## src/rtl/mem_arbiter_ctrl_if.sv

```systemverilog
// mem_arbiter_ctrl_if
//   Bundles the per-channel request/response lines and the byte-serial
//   RAM/IO bus of mem_arbiter_ctrl.
//   slave  : controller side (serves requests, drives the RAM/IO pins)
//   master : environment side (requesters plus the RAM/IO model)
//   Signals: mem_din/mem_dout/mem_a/mem_wr (memory bus), req_valid/req_wr/
//   req_signed/req_len/req_addr/req_wdata (per-channel request, packed by
//   channel), rsp_rdata (shared load data), rsp_done (one-hot), busy.
interface mem_arbiter_ctrl_if #(
  parameter int NUM_CH    = 2,
  parameter int MAX_BYTES = 8,
  parameter int LEN_W     = $clog2(MAX_BYTES)
);
  logic [7:0]                         mem_din;
  logic [7:0]                         mem_dout;
  logic [31:0]                        mem_a;
  logic                               mem_wr;
  logic [NUM_CH-1:0]                  req_valid;
  logic [NUM_CH-1:0]                  req_wr;
  logic [NUM_CH-1:0]                  req_signed;
  logic [NUM_CH-1:0][LEN_W-1:0]       req_len;
  logic [NUM_CH-1:0][31:0]            req_addr;
  logic [NUM_CH-1:0][8*MAX_BYTES-1:0] req_wdata;
  logic [8*MAX_BYTES-1:0]             rsp_rdata;
  logic [NUM_CH-1:0]                  rsp_done;
  logic                               busy;

  modport slave (
    input  mem_din, req_valid, req_wr, req_signed, req_len, req_addr, req_wdata,
    output mem_dout, mem_a, mem_wr, rsp_rdata, rsp_done, busy
  );

  modport master (
    output mem_din, req_valid, req_wr, req_signed, req_len, req_addr, req_wdata,
    input  mem_dout, mem_a, mem_wr, rsp_rdata, rsp_done, busy
  );
endinterface

```

## src/rtl/mem_arbiter_ctrl.sv

```systemverilog
// mem_arbiter_ctrl
//   Byte-serial memory controller: arbitrates NUM_CH requesters onto one
//   8-bit RAM/IO bus. Bursts of 1..MAX_BYTES bytes, sign/zero-extended loads,
//   per-channel read abort on clear_signal, store stalling on a full IO buffer
//   (addr[17:16] == 2'b11), global pause via rdy_in.
// Ports:
//   clk_in, rst_n_in (synchronous, active low), rdy_in (pause when low),
//   io_buffer_full, clear_signal, bus (mem_arbiter_ctrl_if.slave).
// Build option:
//   MEM_CTRL_FIXED_PRIO_EN defined   -> fixed priority, lowest index wins.
//   MEM_CTRL_FIXED_PRIO_EN undefined -> round-robin starting at a pointer.
module mem_arbiter_ctrl #(
  parameter int                NUM_CH     = 2,
  parameter int                MAX_BYTES  = 8,
  parameter int                LEN_W      = $clog2(MAX_BYTES),
  parameter logic [NUM_CH-1:0] CLEAR_MASK = {NUM_CH{1'b1}}
) (
  input logic               clk_in,
  input logic               rst_n_in,
  input logic               rdy_in,
  input logic               io_buffer_full,
  input logic               clear_signal,
  mem_arbiter_ctrl_if.slave bus
);
  localparam int CH_W = (NUM_CH > 1) ? $clog2(NUM_CH) : 1;

  typedef enum logic [1:0] {IDLE, READ, WRITE, WSTALL} state_t;

  state_t                    state;
  logic [CH_W-1:0]           ch;
  logic [31:0]               addr;
  logic [LEN_W-1:0]          len;
  logic                      sgn;
  logic [MAX_BYTES-1:0][7:0] wbuf;
  logic [MAX_BYTES-1:0][7:0] rbuf;
  logic [LEN_W-1:0]          cnt;     // read: bytes captured; write: next byte to issue
  logic                      bubble;  // read address was dropped by a pause

`ifndef MEM_CTRL_FIXED_PRIO_EN
  logic [CH_W-1:0]           ptr;
  logic [CH_W-1:0]           rr_idx;
`endif

  // ---------------- arbitration ----------------
  logic [NUM_CH-1:0] elig;
  logic              gnt_vld;
  logic [CH_W-1:0]   gnt_ch;

  assign elig = bus.req_valid & ~bus.rsp_done & ~({NUM_CH{clear_signal}} & CLEAR_MASK);

  // Scan from the far end so the nearest eligible candidate is written last.
  always_comb begin
    gnt_vld = 1'b0;
    gnt_ch  = '0;
`ifdef MEM_CTRL_FIXED_PRIO_EN
    for (int i = NUM_CH - 1; i >= 0; i--) begin
      if (elig[CH_W'(i)]) begin
        gnt_vld = 1'b1;
        gnt_ch  = CH_W'(i);
      end
    end
`else
    rr_idx = '0;
    for (int i = NUM_CH - 1; i >= 0; i--) begin
      rr_idx = CH_W'((int'(ptr) + i) % NUM_CH);
      if (elig[rr_idx]) begin
        gnt_vld = 1'b1;
        gnt_ch  = rr_idx;
      end
    end
`endif
  end

  // ---------------- store issue path ----------------
  // A store's first byte goes out on the grant edge, so in IDLE the issue
  // path looks at the granted request directly instead of the latched copy.
  logic [CH_W-1:0]           cur_ch;
  logic [31:0]               cur_addr;
  logic [LEN_W-1:0]          cur_len;
  logic [MAX_BYTES-1:0][7:0] cur_wdata;
  logic [LEN_W-1:0]          wr_idx;
  logic                      do_issue;
  logic                      io_stall;

  always_comb begin
    if (state == IDLE) begin
      cur_ch    = gnt_ch;
      cur_addr  = bus.req_addr[gnt_ch];
      cur_len   = bus.req_len[gnt_ch];
      cur_wdata = bus.req_wdata[gnt_ch];
      wr_idx    = '0;
      do_issue  = gnt_vld && bus.req_wr[gnt_ch];
    end else begin
      cur_ch    = ch;
      cur_addr  = addr;
      cur_len   = len;
      cur_wdata = wbuf;
      wr_idx    = cnt;
      do_issue  = (state == WRITE) || (state == WSTALL);
    end
    io_stall = (cur_addr[17:16] == 2'b11) && io_buffer_full;
  end

  // ---------------- load result assembly ----------------
  // Final byte comes straight from mem_din on the completing edge; bytes
  // above it take the sign of that byte (signed) or zero.
  logic [MAX_BYTES-1:0][7:0] fill;

  always_comb begin
    fill = '0;
    for (int i = 0; i < MAX_BYTES; i++) begin
      if (i < int'(len))       fill[i] = rbuf[i];
      else if (i == int'(len)) fill[i] = bus.mem_din;
      else                     fill[i] = {8{sgn & bus.mem_din[7]}};
    end
  end

  assign bus.busy = (state != IDLE);

  // ---------------- FSM ----------------
  always_ff @(posedge clk_in) begin
    if (!rst_n_in) begin
      state         <= IDLE;
      ch            <= '0;
      addr          <= '0;
      len           <= '0;
      sgn           <= 1'b0;
      wbuf          <= '0;
      rbuf          <= '0;
      cnt           <= '0;
      bubble        <= 1'b0;
`ifndef MEM_CTRL_FIXED_PRIO_EN
      ptr           <= '0;
`endif
      bus.mem_a     <= '0;
      bus.mem_dout  <= '0;
      bus.mem_wr    <= 1'b0;
      bus.rsp_done  <= '0;
      bus.rsp_rdata <= '0;
    end else if (!rdy_in) begin
      // Everything holds; the bus goes quiet. A read has lost its address
      // phase and must re-present it before capturing again.
      bus.mem_a    <= '0;
      bus.mem_wr   <= 1'b0;
      bus.rsp_done <= '0;
      if (state == READ) bubble <= 1'b1;
    end else begin
      bus.mem_a    <= '0;
      bus.mem_wr   <= 1'b0;
      bus.rsp_done <= '0;
      case (state)
        IDLE: begin
          if (gnt_vld) begin
            ch   <= gnt_ch;
            addr <= cur_addr;
            len  <= cur_len;
            sgn  <= bus.req_signed[gnt_ch];
            wbuf <= cur_wdata;
`ifndef MEM_CTRL_FIXED_PRIO_EN
            ptr  <= (gnt_ch == CH_W'(NUM_CH - 1)) ? '0 : gnt_ch + 1'b1;
`endif
            if (!bus.req_wr[gnt_ch]) begin
              state     <= READ;
              cnt       <= '0;
              bubble    <= 1'b0;
              bus.mem_a <= cur_addr;
            end
          end
        end
        READ: begin
          if (clear_signal && CLEAR_MASK[ch]) begin
            state <= IDLE;
          end else if (bubble) begin
            bubble    <= 1'b0;
            bus.mem_a <= addr + 32'(cnt);
          end else begin
            rbuf[cnt] <= bus.mem_din;
            if (cnt == len) begin
              bus.rsp_rdata    <= fill;
              bus.rsp_done[ch] <= 1'b1;
              state            <= IDLE;
            end else begin
              cnt       <= cnt + 1'b1;
              bus.mem_a <= addr + 32'(cnt) + 32'd1;
            end
          end
        end
        default: ;
      endcase

      // Store byte issue, shared by the grant edge, WRITE and WSTALL.
      if (do_issue) begin
        if (io_stall) begin
          state <= WSTALL;
          cnt   <= wr_idx;
        end else begin
          bus.mem_wr   <= 1'b1;
          bus.mem_a    <= cur_addr + 32'(wr_idx);
          bus.mem_dout <= cur_wdata[wr_idx];
          if (wr_idx == cur_len) begin
            bus.rsp_done[cur_ch] <= 1'b1;
            state                <= IDLE;
          end else begin
            cnt   <= wr_idx + 1'b1;
            state <= WRITE;
          end
        end
      end
    end
  end
endmodule

```

## src/flat_wrapper.sv

```systemverilog
// flat-port wrapper written by rule: the top's interface ports become plain ports
module mem_arbiter_ctrl_flat 
#(
  parameter int                NUM_CH     = 2,
  parameter int                MAX_BYTES  = 8,
  parameter int                LEN_W      = $clog2(MAX_BYTES),
  parameter logic [NUM_CH-1:0] CLEAR_MASK = {NUM_CH{1'b1}}
)
  (clk_in, rst_n_in, rdy_in, io_buffer_full, clear_signal, bus_mem_din, bus_req_valid, bus_req_wr, bus_req_signed, bus_req_len, bus_req_addr, bus_req_wdata, bus_mem_dout, bus_mem_a, bus_mem_wr, bus_rsp_rdata, bus_rsp_done, bus_busy);
  mem_arbiter_ctrl_if #(.NUM_CH(NUM_CH), .MAX_BYTES(MAX_BYTES), .LEN_W(LEN_W)) bus_i ();
  input logic clk_in;
  input logic rst_n_in;
  input logic rdy_in;
  input logic io_buffer_full;
  input logic clear_signal;
  input wire logic [$bits(bus_i.mem_din)-1:0] bus_mem_din;
  input wire logic [$bits(bus_i.req_valid)-1:0] bus_req_valid;
  input wire logic [$bits(bus_i.req_wr)-1:0] bus_req_wr;
  input wire logic [$bits(bus_i.req_signed)-1:0] bus_req_signed;
  input wire logic [$bits(bus_i.req_len)-1:0] bus_req_len;
  input wire logic [$bits(bus_i.req_addr)-1:0] bus_req_addr;
  input wire logic [$bits(bus_i.req_wdata)-1:0] bus_req_wdata;
  output wire logic [$bits(bus_i.mem_dout)-1:0] bus_mem_dout;
  output wire logic [$bits(bus_i.mem_a)-1:0] bus_mem_a;
  output wire logic [$bits(bus_i.mem_wr)-1:0] bus_mem_wr;
  output wire logic [$bits(bus_i.rsp_rdata)-1:0] bus_rsp_rdata;
  output wire logic [$bits(bus_i.rsp_done)-1:0] bus_rsp_done;
  output wire logic [$bits(bus_i.busy)-1:0] bus_busy;
  assign bus_i.mem_din = bus_mem_din;
  assign bus_i.req_valid = bus_req_valid;
  assign bus_i.req_wr = bus_req_wr;
  assign bus_i.req_signed = bus_req_signed;
  assign bus_i.req_len = bus_req_len;
  assign bus_i.req_addr = bus_req_addr;
  assign bus_i.req_wdata = bus_req_wdata;
  assign bus_mem_dout = bus_i.mem_dout;
  assign bus_mem_a = bus_i.mem_a;
  assign bus_mem_wr = bus_i.mem_wr;
  assign bus_rsp_rdata = bus_i.rsp_rdata;
  assign bus_rsp_done = bus_i.rsp_done;
  assign bus_busy = bus_i.busy;
  mem_arbiter_ctrl #(.NUM_CH(NUM_CH), .MAX_BYTES(MAX_BYTES), .LEN_W(LEN_W), .CLEAR_MASK(CLEAR_MASK)) u_core (.clk_in(clk_in), .rst_n_in(rst_n_in), .rdy_in(rdy_in), .io_buffer_full(io_buffer_full), .clear_signal(clear_signal), .bus(bus_i));
endmodule
```

## config.mk

```make
export PLATFORM = sky130hd
export DESIGN_NAME = mem_arbiter_ctrl_flat
export DESIGN_NICKNAME = d
export VERILOG_FILES = /design/src/rtl/mem_arbiter_ctrl_if.sv /design/src/rtl/mem_arbiter_ctrl.sv /design/src/flat_wrapper.sv
export SDC_FILE = /design/constraint.sdc
export NUM_CORES = 1
export LEC_CHECK = 0
export CAP_MARGIN = 0
export CORE_MARGIN = 10
export CORE_UTILIZATION = 47
export DETAILED_ROUTE_END_ITERATION = 10
export HOLD_SLACK_MARGIN = 0.08
export MAX_ROUTING_LAYER = met4
export PLACE_DENSITY = 0.77
export SLEW_MARGIN = 20
export SYNTH_ARGS = -nofsm -noshare
export SYNTH_HDL_FRONTEND = slang
export SYNTH_SLANG_ARGS = --single-unit
export TNS_END_PERCENT = 20
```

## constraint.sdc

```tcl
create_clock -name clk_in -period 5.2 [get_ports clk_in]
set_input_delay 0.78 -clock clk_in [delete_from_list [all_inputs] [get_ports clk_in]]
set_output_delay 0.78 -clock clk_in [all_outputs]
set_load 0.02 [all_outputs]
```

==> flow_summary.ini <==
[status]
status = finished clean

[power]
irDropWorstVdd_v = 0.000232
total_power_uw = 5380
pwr_density_cell_nw_per_um2 = 262
p_leak_uw = 0.00811

[placed_design]
post_dp_cell_area_um2 = 19500
dp_hpwl_mm = 42.0
globalplace.congestion = 0.933
io_buffer_count = 324

[critical_path]
crit_start = bus_req_valid[1]
cp_slowest_cell = or4b_4
cp_slowest_stage_delay_ns = 0.59
reg2reg_depth = 16
path_common_cell = inv_1
start_kind = primary input
r2r_slack_ns = 0.77
crit_type = in -> reg
reg2reg_to = u_core.bus.mem_a[30]
endpoint_kind = flop
required_ns = 5.62
r2r_start = u_core.bus.rsp_done[1]
worst-path-max-fanout = 5
cp.arrival_ns = 5.14
path_cells = clkdlybuf4s50_1 -> or3b_1 -> nor2_8 -> mux2i_1 -> o21ai_0 -> ha_1 -> inv_1 -> fa_1 -> inv_1 -> a21oi_1 -> a311oi_1 -> nand3_1 -> or3_1 -> or4b_4 -> nor3_1 -> xor2_1 -> o221ai_1

[cts]
cts_tree = yes
ctsHoldBuffers = 0
cts_root_buf = clkbuf_16
cts_resized = 0
clock-sinks = 271
cts-buffers-inserted = 29
h-tree-depth = 1
clock_latency_ns = 0.58
clockBufferDepth = 3
path_clk_slew_ns = 0.06
post_cts_buffers = 0

[timing]
skew_ns = 0.0232
setup_violations = 0
rsz0062_at_grt = no
fin_crit_ns = 4.72
slew_headroom = 0.316
period_share = 0.907
fmax_mhz = 212
worst_slew_pin_slew_ns = 1.02
drv_slew = 0
hold_violations = 0

[synth]
synth_edf_count = 0
seq_area_frac_synth = 0.340
synth.net_count = 2261
syn_area_um2 = 16000
synth_area_per_cell_um2 = 7.85
synth_seq_cells = 271
ys_async_sr_fraction = 0
synthFlopType = dfxtp_1
syn_inst = 2033
synthDistinctLibCells = 83
yosys_warnings = 0

[layout]
diodes = 0
final_cell_mix = nand2_1, clkdlybuf4s50_1, dfxtp_1
drive_gt1_frac = 0.0634
fin_nets = 2492
final_area_um2 = 20500
final_common_cell = nand2_1
final_core_util = 0.612
area_growth_pct = 28.7

[global_routing]
grt_pass1_vias = 15692
grt_pass1_wl_mm = 88.6
antenna_found_initial = 0
gr-usage-all-layers = 0.269
grt_max_degree = 138
gr-total-overflow = 0

[detailed_routing]
first_pass_iters = 8
vias = 16055
vias_per_cell = 5.87
drc = 0
antenna_left = 0
drt_wl_total_mm = 57.5
wire_per_inst_um = 21.0
drtIter0Drc = 1334

[min_path]
worstHoldStart = u_core.wbuf[39]
worst_hold_path_type = reg -> reg
holdPathStages = 2
min_to = u_core.wbuf[39]

[floorplan]
placeableCoreArea_um2 = 33500
dieArea_um2 = 41700
rows = 67
die_y_um = 204
boundaryPins = 325
die_x_um = 204
start_util = 0.476

[job]
cap_violations = 0
==> worst max-delay path by stage <==
stage / end / slack, ns / depth (start not counted)
floorplan: u_core.bus.mem_a[24] / 0.05 / 21
global placement: u_core.bus.mem_a[24] / 0.09 / 17
detailed placement: u_core.bus.mem_a[24] / -0.04 / 17
CTS: u_core.bus.mem_a[28] / 0.53 / 19
global route: u_core.bus.mem_a[30] / 0.16 / 17
finish: u_core.bus.mem_a[30] / 0.48 / 17
==> sequential cells by signal, indices dropped and copies added (netlist names) <==
name	cells
u_core.bubble	1
u_core.ch	1
u_core.bus.rsp_done	2
u_core.bus.mem_dout	8
u_core.bus.mem_wr	1
u_core.ptr	1
u_core.rbuf	56
u_core.len	3
u_core.sgn	1
u_core.state	2
u_core.bus.mem_a	32
u_core.cnt	3
u_core.bus.rsp_rdata	64
u_core.wbuf	64
u_core.addr	32
==> synth_stat cells (24+ instances only) <==
library cell | count | area [um2]
a211oi_1 | 26 | 195
a21boi_0 | 42 | 315
a21oi_1 | 174 | 871
a31oi_1 | 24 | 150
clkbuf_1 | 149 | 559
dfxtp_1 | 271 | 5430
inv_1 | 27 | 101
mux2i_1 | 96 | 961
nand2_1 | 362 | 1360
nand3_1 | 83 | 415
nor2_1 | 102 | 383
nor2b_1 | 132 | 826
nor3_1 | 32 | 160
o211a_1 | 69 | 691
o21ai_0 | 55 | 275
xnor2_1 | 55 | 482
xor2_1 | 34 | 298
==> routing by layer <==
metal  routed length (um)  global-route usage  part of all wire
met1                25000               0.352              0.44
met2                26600               0.422              0.46
met3                 4540              0.0425             0.079
met4                 1300              0.0730             0.023
met5                    0                   -                 0
==> worst max-delay path: cells and delay by family <==
kind | cells | cell delay [ns]
and+or+nand+nor | 6 | 2.06
adders and majority gates | 2 | 0.61
AOI/OAI and AO/OA | 4 | 0.77
xor gates and xnor gates | 1 | 0.18
muxes | 1 | 0.12
buffers and inverters | 3 | 0.61
==> cells by family after synthesis <==
group,after synthesis,synth area share
xor+xnor,89,0.0488
simple gates,829,0.255
mux,110,0.0752
compound gates,515,0.221
fa+ha+maj,11,0.00956
buf+inv,208,0.0502
flops,271,0.340
==> through the flow <==
step	setup TNS (ns)	setup WS (ns)	hold WS, ns	std cells
after detailed placement	-0.105	-0.0353	0.461	2681
after floorplan	0	0.0514	0.443	2033
after global placement	0	0.0929	0.452	2681
final	0	0.485	0.469	2734
after CTS	0	0.530	0.469	2734
after global routing	0	0.161	0.479	2734
==> where the power goes <==
group          internal [uW]  leakage, uW  switching [uW]
clock                   1280     0.000482             906
combinational            431      0.00543             539
sequential              2140      0.00220            72.3
total                   3860      0.00811            1520
==> final cells by class <==
class                   instances  area (um2)
multi-input cells            1554        9780
well taps                     448         561
flip-flops and latches        271        5430
repair buffers                379        3660
clock buffers                  38         800
fillers                      2996       13000
clock inverters                15         200
inverters                      29         109
No activity file was read; power rests on OpenSTA's default activity.
